File: config.mk
export PLATFORM = sky130hd
export DESIGN_NAME = hazard_ctrl_flat
export DESIGN_NICKNAME = d
export VERILOG_FILES = /design/src/rtl/hazard_ctrl_if.sv /design/src/rtl/hazard_ctrl.sv /design/src/flat_wrapper.sv
export SDC_FILE = /design/constraint.sdc
export NUM_CORES = 1
export LEC_CHECK = 0
export BUFFER_PORTS_ARGS = -buffer_cell sky130_fd_sc_hd__buf_2
export CORE_ASPECT_RATIO = 1.4
export CORE_MARGIN = 3
export CORE_UTILIZATION = 52
export CTS_CLUSTER_DIAMETER = 150
export DETAILED_ROUTE_END_ITERATION = 10
export PLACE_DENSITY = 0.84
export SYNTH_ARGS = -nofsm -noshare
export SYNTH_HDL_FRONTEND = slang
export SYNTH_SLANG_ARGS = --single-unit
File: constraint.sdc
create_clock -name clk -period 3.3 [get_ports clk]
set_input_delay 0.33 -clock clk [delete_from_list [all_inputs] [get_ports clk]]
set_output_delay 0.33 -clock clk [all_outputs]
set_load 0.01 [all_outputs]
File: src/rtl/hazard_ctrl_if.sv
// Hazard control interface: bundles the pipeline-side hazard inputs and the
// stall/flush controls of hazard_ctrl.
//   master : pipeline side, drives hazard inputs, observes stall/flush controls
//   slave  : hazard_ctrl side, observes hazard inputs, drives controls and counter
// Parameters: RW = register index width, CNT_W = stall counter width.
interface hazard_ctrl_if #(
  parameter int unsigned RW    = 5,
  parameter int unsigned CNT_W = 16
);
  logic             IDEX_MemRead;
  logic [RW-1:0]    IDEX_rt;
  logic [RW-1:0]    IFID_rs;
  logic [RW-1:0]    IFID_rt;
  logic             IFID_use_rs;
  logic             IFID_use_rt;
  logic             IFID_mdu;
  logic             mdu_start;
  logic             EXMEM_MemAcc;
  logic             mem_ready;
  logic             branch_taken;
  logic             pc_stall;
  logic             IFID_stall;
  logic             IFID_flush;
  logic             IDEX_flush;
  logic             EXMEM_stall;
  logic [CNT_W-1:0] stall_cycles;

  modport master (
    output IDEX_MemRead, IDEX_rt, IFID_rs, IFID_rt, IFID_use_rs, IFID_use_rt,
           IFID_mdu, mdu_start, EXMEM_MemAcc, mem_ready, branch_taken,
    input  pc_stall, IFID_stall, IFID_flush, IDEX_flush, EXMEM_stall, stall_cycles
  );

  modport slave (
    input  IDEX_MemRead, IDEX_rt, IFID_rs, IFID_rt, IFID_use_rs, IFID_use_rt,
           IFID_mdu, mdu_start, EXMEM_MemAcc, mem_ready, branch_taken,
    output pc_stall, IFID_stall, IFID_flush, IDEX_flush, EXMEM_stall, stall_cycles
  );
endinterface

File: src/rtl/hazard_ctrl.sv
// Pipeline hazard controller. Detects load-use hazards, multiply/divide unit
// busy hazards and data-memory wait states, and resolves them together with
// taken branches into PC/IF-ID/EX-MEM stalls and IF-ID/ID-EX flushes.
// Also counts cycles in which the PC is held (saturating).
// Ports:
//   clk   : rising-edge clock
//   rst_n : synchronous active-low reset; forces all controls to 0 while low
//   hz    : hazard_ctrl_if slave (hazard inputs, stall/flush outputs, counter)
// Parameters: RW register index width, MDU_LAT mult/div busy cycles (1..15),
//             CNT_W stall counter width.
module hazard_ctrl #(
  parameter int unsigned RW      = 5,
  parameter int unsigned MDU_LAT = 4,
  parameter int unsigned CNT_W   = 16
) (
  input  logic          clk,
  input  logic          rst_n,
  hazard_ctrl_if.slave  hz
);

  logic [RW-1:0]    ld_rt;
  logic             lu;
  logic             mem_wait;
  logic             mdu_busy;
  logic             mdu_hz;
  logic [3:0]       mdu_cnt;
  logic [CNT_W-1:0] stall_q;

  assign ld_rt = hz.IDEX_rt;

  // Register 0 is hardwired to zero, so a load into it never creates a hazard.
  assign lu = hz.IDEX_MemRead && (ld_rt != '0) &&
              ((hz.IFID_use_rs && (hz.IFID_rs == ld_rt)) ||
               (hz.IFID_use_rt && (hz.IFID_rt == ld_rt)));

  assign mem_wait = hz.EXMEM_MemAcc && !hz.mem_ready;
  assign mdu_busy = (mdu_cnt != 4'd0);
  assign mdu_hz   = hz.IFID_mdu && mdu_busy;

  // A start seen during mem_wait is dropped: EX is frozen and the source
  // re-asserts it once the stall clears. A start while busy restarts the count.
  always_ff @(posedge clk) begin
    if (!rst_n) begin
      mdu_cnt <= 4'd0;
    end else if (hz.mdu_start && !mem_wait) begin
      mdu_cnt <= 4'(MDU_LAT);
    end else if (mdu_busy) begin
      mdu_cnt <= mdu_cnt - 4'd1;
    end else begin
      mdu_cnt <= 4'd0;
    end
  end

  always_ff @(posedge clk) begin
    if (!rst_n) begin
      stall_q <= '0;
    end else if (hz.pc_stall && (stall_q != '1)) begin
      stall_q <= stall_q + 1'b1;
    end
  end

  assign hz.stall_cycles = stall_q;

  // Priority: mem_wait > (load-use | mdu) > branch. A branch coinciding with
  // any stall stays in ID and re-resolves, so it must not flush.
  always_comb begin
    hz.pc_stall    = 1'b0;
    hz.IFID_stall  = 1'b0;
    hz.IFID_flush  = 1'b0;
    hz.IDEX_flush  = 1'b0;
    hz.EXMEM_stall = 1'b0;
    if (rst_n) begin
      if (mem_wait) begin
        hz.pc_stall    = 1'b1;
        hz.IFID_stall  = 1'b1;
        hz.EXMEM_stall = 1'b1;
      end else if (lu || mdu_hz) begin
        hz.pc_stall   = 1'b1;
        hz.IFID_stall = 1'b1;
        hz.IDEX_flush = 1'b1;
      end else if (hz.branch_taken) begin
        hz.IFID_flush = 1'b1;
      end
    end
  end

endmodule

File: src/flat_wrapper.sv
// flat-port wrapper written by rule: the top's interface ports become plain ports
module hazard_ctrl_flat 
#(
  parameter int unsigned RW      = 5,
  parameter int unsigned MDU_LAT = 4,
  parameter int unsigned CNT_W   = 16
)
  (clk, rst_n, hz_IDEX_MemRead, hz_IDEX_rt, hz_IFID_rs, hz_IFID_rt, hz_IFID_use_rs, hz_IFID_use_rt, hz_IFID_mdu, hz_mdu_start, hz_EXMEM_MemAcc, hz_mem_ready, hz_branch_taken, hz_pc_stall, hz_IFID_stall, hz_IFID_flush, hz_IDEX_flush, hz_EXMEM_stall, hz_stall_cycles);
  hazard_ctrl_if #(.RW(RW), .CNT_W(CNT_W)) hz_i ();
  input  logic clk;
  input  logic rst_n;
  input wire logic [$bits(hz_i.IDEX_MemRead)-1:0] hz_IDEX_MemRead;
  input wire logic [$bits(hz_i.IDEX_rt)-1:0] hz_IDEX_rt;
  input wire logic [$bits(hz_i.IFID_rs)-1:0] hz_IFID_rs;
  input wire logic [$bits(hz_i.IFID_rt)-1:0] hz_IFID_rt;
  input wire logic [$bits(hz_i.IFID_use_rs)-1:0] hz_IFID_use_rs;
  input wire logic [$bits(hz_i.IFID_use_rt)-1:0] hz_IFID_use_rt;
  input wire logic [$bits(hz_i.IFID_mdu)-1:0] hz_IFID_mdu;
  input wire logic [$bits(hz_i.mdu_start)-1:0] hz_mdu_start;
  input wire logic [$bits(hz_i.EXMEM_MemAcc)-1:0] hz_EXMEM_MemAcc;
  input wire logic [$bits(hz_i.mem_ready)-1:0] hz_mem_ready;
  input wire logic [$bits(hz_i.branch_taken)-1:0] hz_branch_taken;
  output wire logic [$bits(hz_i.pc_stall)-1:0] hz_pc_stall;
  output wire logic [$bits(hz_i.IFID_stall)-1:0] hz_IFID_stall;
  output wire logic [$bits(hz_i.IFID_flush)-1:0] hz_IFID_flush;
  output wire logic [$bits(hz_i.IDEX_flush)-1:0] hz_IDEX_flush;
  output wire logic [$bits(hz_i.EXMEM_stall)-1:0] hz_EXMEM_stall;
  output wire logic [$bits(hz_i.stall_cycles)-1:0] hz_stall_cycles;
  assign hz_i.IDEX_MemRead = hz_IDEX_MemRead;
  assign hz_i.IDEX_rt = hz_IDEX_rt;
  assign hz_i.IFID_rs = hz_IFID_rs;
  assign hz_i.IFID_rt = hz_IFID_rt;
  assign hz_i.IFID_use_rs = hz_IFID_use_rs;
  assign hz_i.IFID_use_rt = hz_IFID_use_rt;
  assign hz_i.IFID_mdu = hz_IFID_mdu;
  assign hz_i.mdu_start = hz_mdu_start;
  assign hz_i.EXMEM_MemAcc = hz_EXMEM_MemAcc;
  assign hz_i.mem_ready = hz_mem_ready;
  assign hz_i.branch_taken = hz_branch_taken;
  assign hz_pc_stall = hz_i.pc_stall;
  assign hz_IFID_stall = hz_i.IFID_stall;
  assign hz_IFID_flush = hz_i.IFID_flush;
  assign hz_IDEX_flush = hz_i.IDEX_flush;
  assign hz_EXMEM_stall = hz_i.EXMEM_stall;
  assign hz_stall_cycles = hz_i.stall_cycles;
  hazard_ctrl #(.RW(RW), .MDU_LAT(MDU_LAT), .CNT_W(CNT_W)) u_core (.clk(clk), .rst_n(rst_n), .hz(hz_i));
endmodule
==> results by stage <==
Status:
- The run finished with clean final reports.

Pwr:
- VDD sags by at most 0.316 mV.
- For this design the ratio of total power to cell area is 391 mW/mm^2.
- The leakage power of the design is roughly 0.62 nW.

Detailed routing:
- The residual DRC count is 0.
- Before antenna repair, the detailed router went through 4 iterations.
- The number of routed nets with antenna violations is 0.
- The detailed-route via count is 1266.
- In the final routed layout, each cell accounts on average for 13.8 um.
- The via-per-instance ratio is 6.06.
- The detailed router finished its first iteration with 28 violations.
- The final layout contains routed wiring with a total length of 2880 um.

Timing:
- The fraction of the cycle the final worst path needs is 74.8%.
- The number of failing hold endpoints at the final stage is 0.
- Headroom to the max-slew limit came out at 45.8%.
- Setup repair after global routing left no endpoint under its margin.
- The worst clock skew on the final layout is 0.00938 ns.
- The number of setup violations in the final report is 0.
- The number of slew-limit violations in the final report is 0.
- The achievable frequency is 405 MHz.
- The transition time at the pin with the least slew margin is 0.806 ns.
- The final sum of negative setup slack is 0 ns.
- Subtracting the final worst setup slack from the clock period gives 2.47 ns.
- Final hold analysis gives a worst-case slack of 0.299 ns.

Synth:
- A synthesized cell averages 8.26 sq um.
- The area share of the largest cell type after synthesis is 33.4%.
- The register area share after synthesis is about 33%.
- After synthesis the netlist holds a flip-flop and latch count of 20.
- The number of instances in the synthesized netlist is 145.
- In this run, distinct cell masters in the synthesized netlist total 36.
- For this run, the number of Yosys warnings is 0.
- The synthesized netlist occupies a cell area of 0.00120 sq mm.
- Ranked by total cell area, the synthesized netlist is headed by dfxtp_1 33%, or4_1 6.9%, xor2_1 5.9%.
- The net count after synthesis is 172.
- The dominant cell type by area after synthesis is dfxtp_1.

Die:
- The die is 62.8 um tall.
- The die outline width is 46.6 um.
- The die covers 0.00292 sq mm.
- 46 I/O pins were placed.
- The core region is 0.00207 sq mm.
- The floorplan has 19 rows.
- The effective utilization at floorplan is 57.9%.

GRT:
- Global routing used 35.2% of the available met2 tracks.
- The first global-routing pass estimated 4730 um of wire.
- Global routing used slightly above 20% of the available tracks across all layers.
- The fraction of met3 tracks used by global routing is 2.02%.
- met2 is the most crowded layer.
- The met1 demand-to-capacity share in global routing is 24.5%.
- After global routing the overflow that remains totals 0.
- The initial antenna violation count was 0.
- The number of global-route vias before repair is 1183.
- Entering global routing, the biggest net connects 28 pins.

Setup path:
- STA puts the critical path data required time at 2.97 ns.
- The element type at the critical path start is a flip-flop.
- The type of the worst setup path is reg2out.
- The startpoint of the lowest-slack register-to-register path is u_core.hz.stall_cycles[0].
- The terminus of the critical flop-to-flop path is u_core.hz.stall_cycles[7].
- The arrival time of data at the critical path endpoint is between 2 and 2.5 ns.
- The worst setup path is captured at an output pin.
- The largest driver fanout on the critical path is 27.
- The internal reg-to-reg setup slack is approximately 1.2 ns.
- For the worst flop-to-flop path, the logic depth is 6.

Place:
- The global placer's final weighted congestion is approximately 0.8.
- In this run the tool buffered the top-level ports with 45 buffer cells.
- Summing all placed instances gives a cell area of 0.00142 sq mm.
- The number of placed instances, taps included is 205.
- Summed over all nets, the half-perimeter wirelength after detailed placement is 2180 um.

Finish:
- The diode insertion count for antenna repair is 0.
- The area growth from synthesis to layout is 23.2%.
- The register area is around 400 sq um.
- The proportion of layout cells with a drive suffix above 1 is 29.3%.
- The filler cells instantiated in the layout total 169.
- Cells fill 71.3% of the core in the end.
- The non-filler instance count after layout is ~210.
- The final standard cell area without fillers is 0.00148 sq mm.
- The multi-input combinational cells in the finished layout cover a total of roughly 750 sq um.
- The number of nets in the finished design is between 200 and 250.

Clock network:
- In this run, post-CTS hold repair placed 0 buffers.
- In this run the clock root is driven by a clkbuf_4.
- For this design, the sink count on the clock tree is 20.
- The post-CTS setup buffer count is 0.
- The total clock buffers created by CTS is 3.
- The CTS clock-pin slew for the worst setup and hold paths is 0.12 ns.
- The clock passes through at most 2 buffers.
- The count of cells resized by post-cts repair is 0.
- The clock reaches the later pin of the worst-skew pair after between 0.3 and 0.4 ns.
- In this run the number of H-tree levels came out at 1.
- TritonCTS built the clock tree.

Min path:
- Along the worst hold path, the cell count comes to 3.
- The sink of the worst hold path is u_core.mdu_cnt[2].
- The startpoint of the lowest-slack hold path is hz_mdu_start.
- The class of the worst hold path is in2reg.

Flow run:
- Across the run, the number of max-cap violations was 0.
## cell usage after synthesis
master,count
xor2_1,8
and4_1,1
mux2_2,1
o41ai_1,1
nor4_1,3
nand2_1,10
nor2_1,8
nand4_1,5
xnor2_1,3
buf_6,1
o311a_1,1
and2_1,2
nand3_1,13
nor3_1,1
inv_1,4
nand2b_1,4
and3_1,3
dfxtp_1,20
or3b_2,1
buf_2,2
o21ai_0,3
o31ai_1,9
a32oi_1,1
o21bai_1,1
clkbuf_1,3
o21a_4,1
nor4_2,1
o21a_1,1
or4_1,11
ha_1,2
and2_0,1
buf_4,1
o21ai_1,1
or3_1,1
mux2i_1,3
a21oi_1,13
## metrics by stage
step / power [mW] / worst slack, ns
after floorplan: 0.350 / 1.09
final: 0.577 / 0.831
after detailed placement: 0.382 / 1.17
after global routing: 0.606 / 0.674
after global placement: 0.378 / 1.20
after CTS: 0.582 / 0.834
## worst max-delay path, stage by stage, from the launching register on
cell and delay (ns):
dfxtp_1 0.35, inv_1 0.06, ha_1 0.18, or3b_2 0.47, nand2_1 0.10, and2_1 0.16, o21a_4 0.28, nor2_1 0.08
buf_2 0.16
## routing by layer
metal	part of all wire [%]	wire length (um)
met1	41	1170
met2	51	1450
met3	7.5	217
met4	1.2	34
met5	0	0
## registers in the layout, summed over array words and instances, names as in the netlist
signal                  count
u_core.hz.stall_cycles     16
u_core.mdu_cnt              4
## worst max path at each step
stage | start | to | cells past startpoint
2_1_floorplan | u_core.mdu_cnt[0] | hz_pc_stall | 10
6_report | u_core.mdu_cnt[0] | hz_pc_stall | 8
4_1_cts | u_core.mdu_cnt[0] | hz_pc_stall | 8
3_5_place_dp | hz_IDEX_rt[3] | u_core.hz.stall_cycles[7] | 7
3_3_place_gp | hz_IDEX_rt[0] | hz_IFID_stall | 6
5_1_grt | u_core.mdu_cnt[0] | hz_IFID_stall | 8
## cell families after synthesis
family | share of synthesized area, %
XOR/XNOR | 8.05
AND/OR/NAND/NOR | 30.8
AO/OA/AOI/OAI | 17.6
adder cells (fa/ha/maj) | 2.09
buffers and inverters | 4.60
flip-flops | 33.4
multiplexers | 3.45
## power breakdown
group | switching, mW | internal, mW
clock network | 0.0770 | 0.123
registers | 0.00948 | 0.252
logic | 0.0638 | 0.0521
total | 0.150 | 0.427
## final cells by class
type | count | share of cell area (%)
flip-flops and latches | 20 | 27.1
well taps | 21 | 1.78
multi-input cells | 114 | 50.7
clock inverters | 1 | 2.04
repair buffers | 46 | 15.8
inverters | 4 | 1.02
clock buffers | 3 | 1.53
## layout by cell type (no fill, tap or decap), drive strengths merged, types with 2 or more instances in the layout
cell,instances
xor2,8
o21ai,4
ha,2
nor2,8
clkbuf,3
and3,3
mux2i,3
dfxtp,20
nor4,4
xnor2,3
nand3,13
and2,3
o31ai,9
o21a,2
buf,46
inv,4
nand2,10
a21oi,13
nand2b,4
or4,11
nand4,5
(Power assumes the default switching activity.)
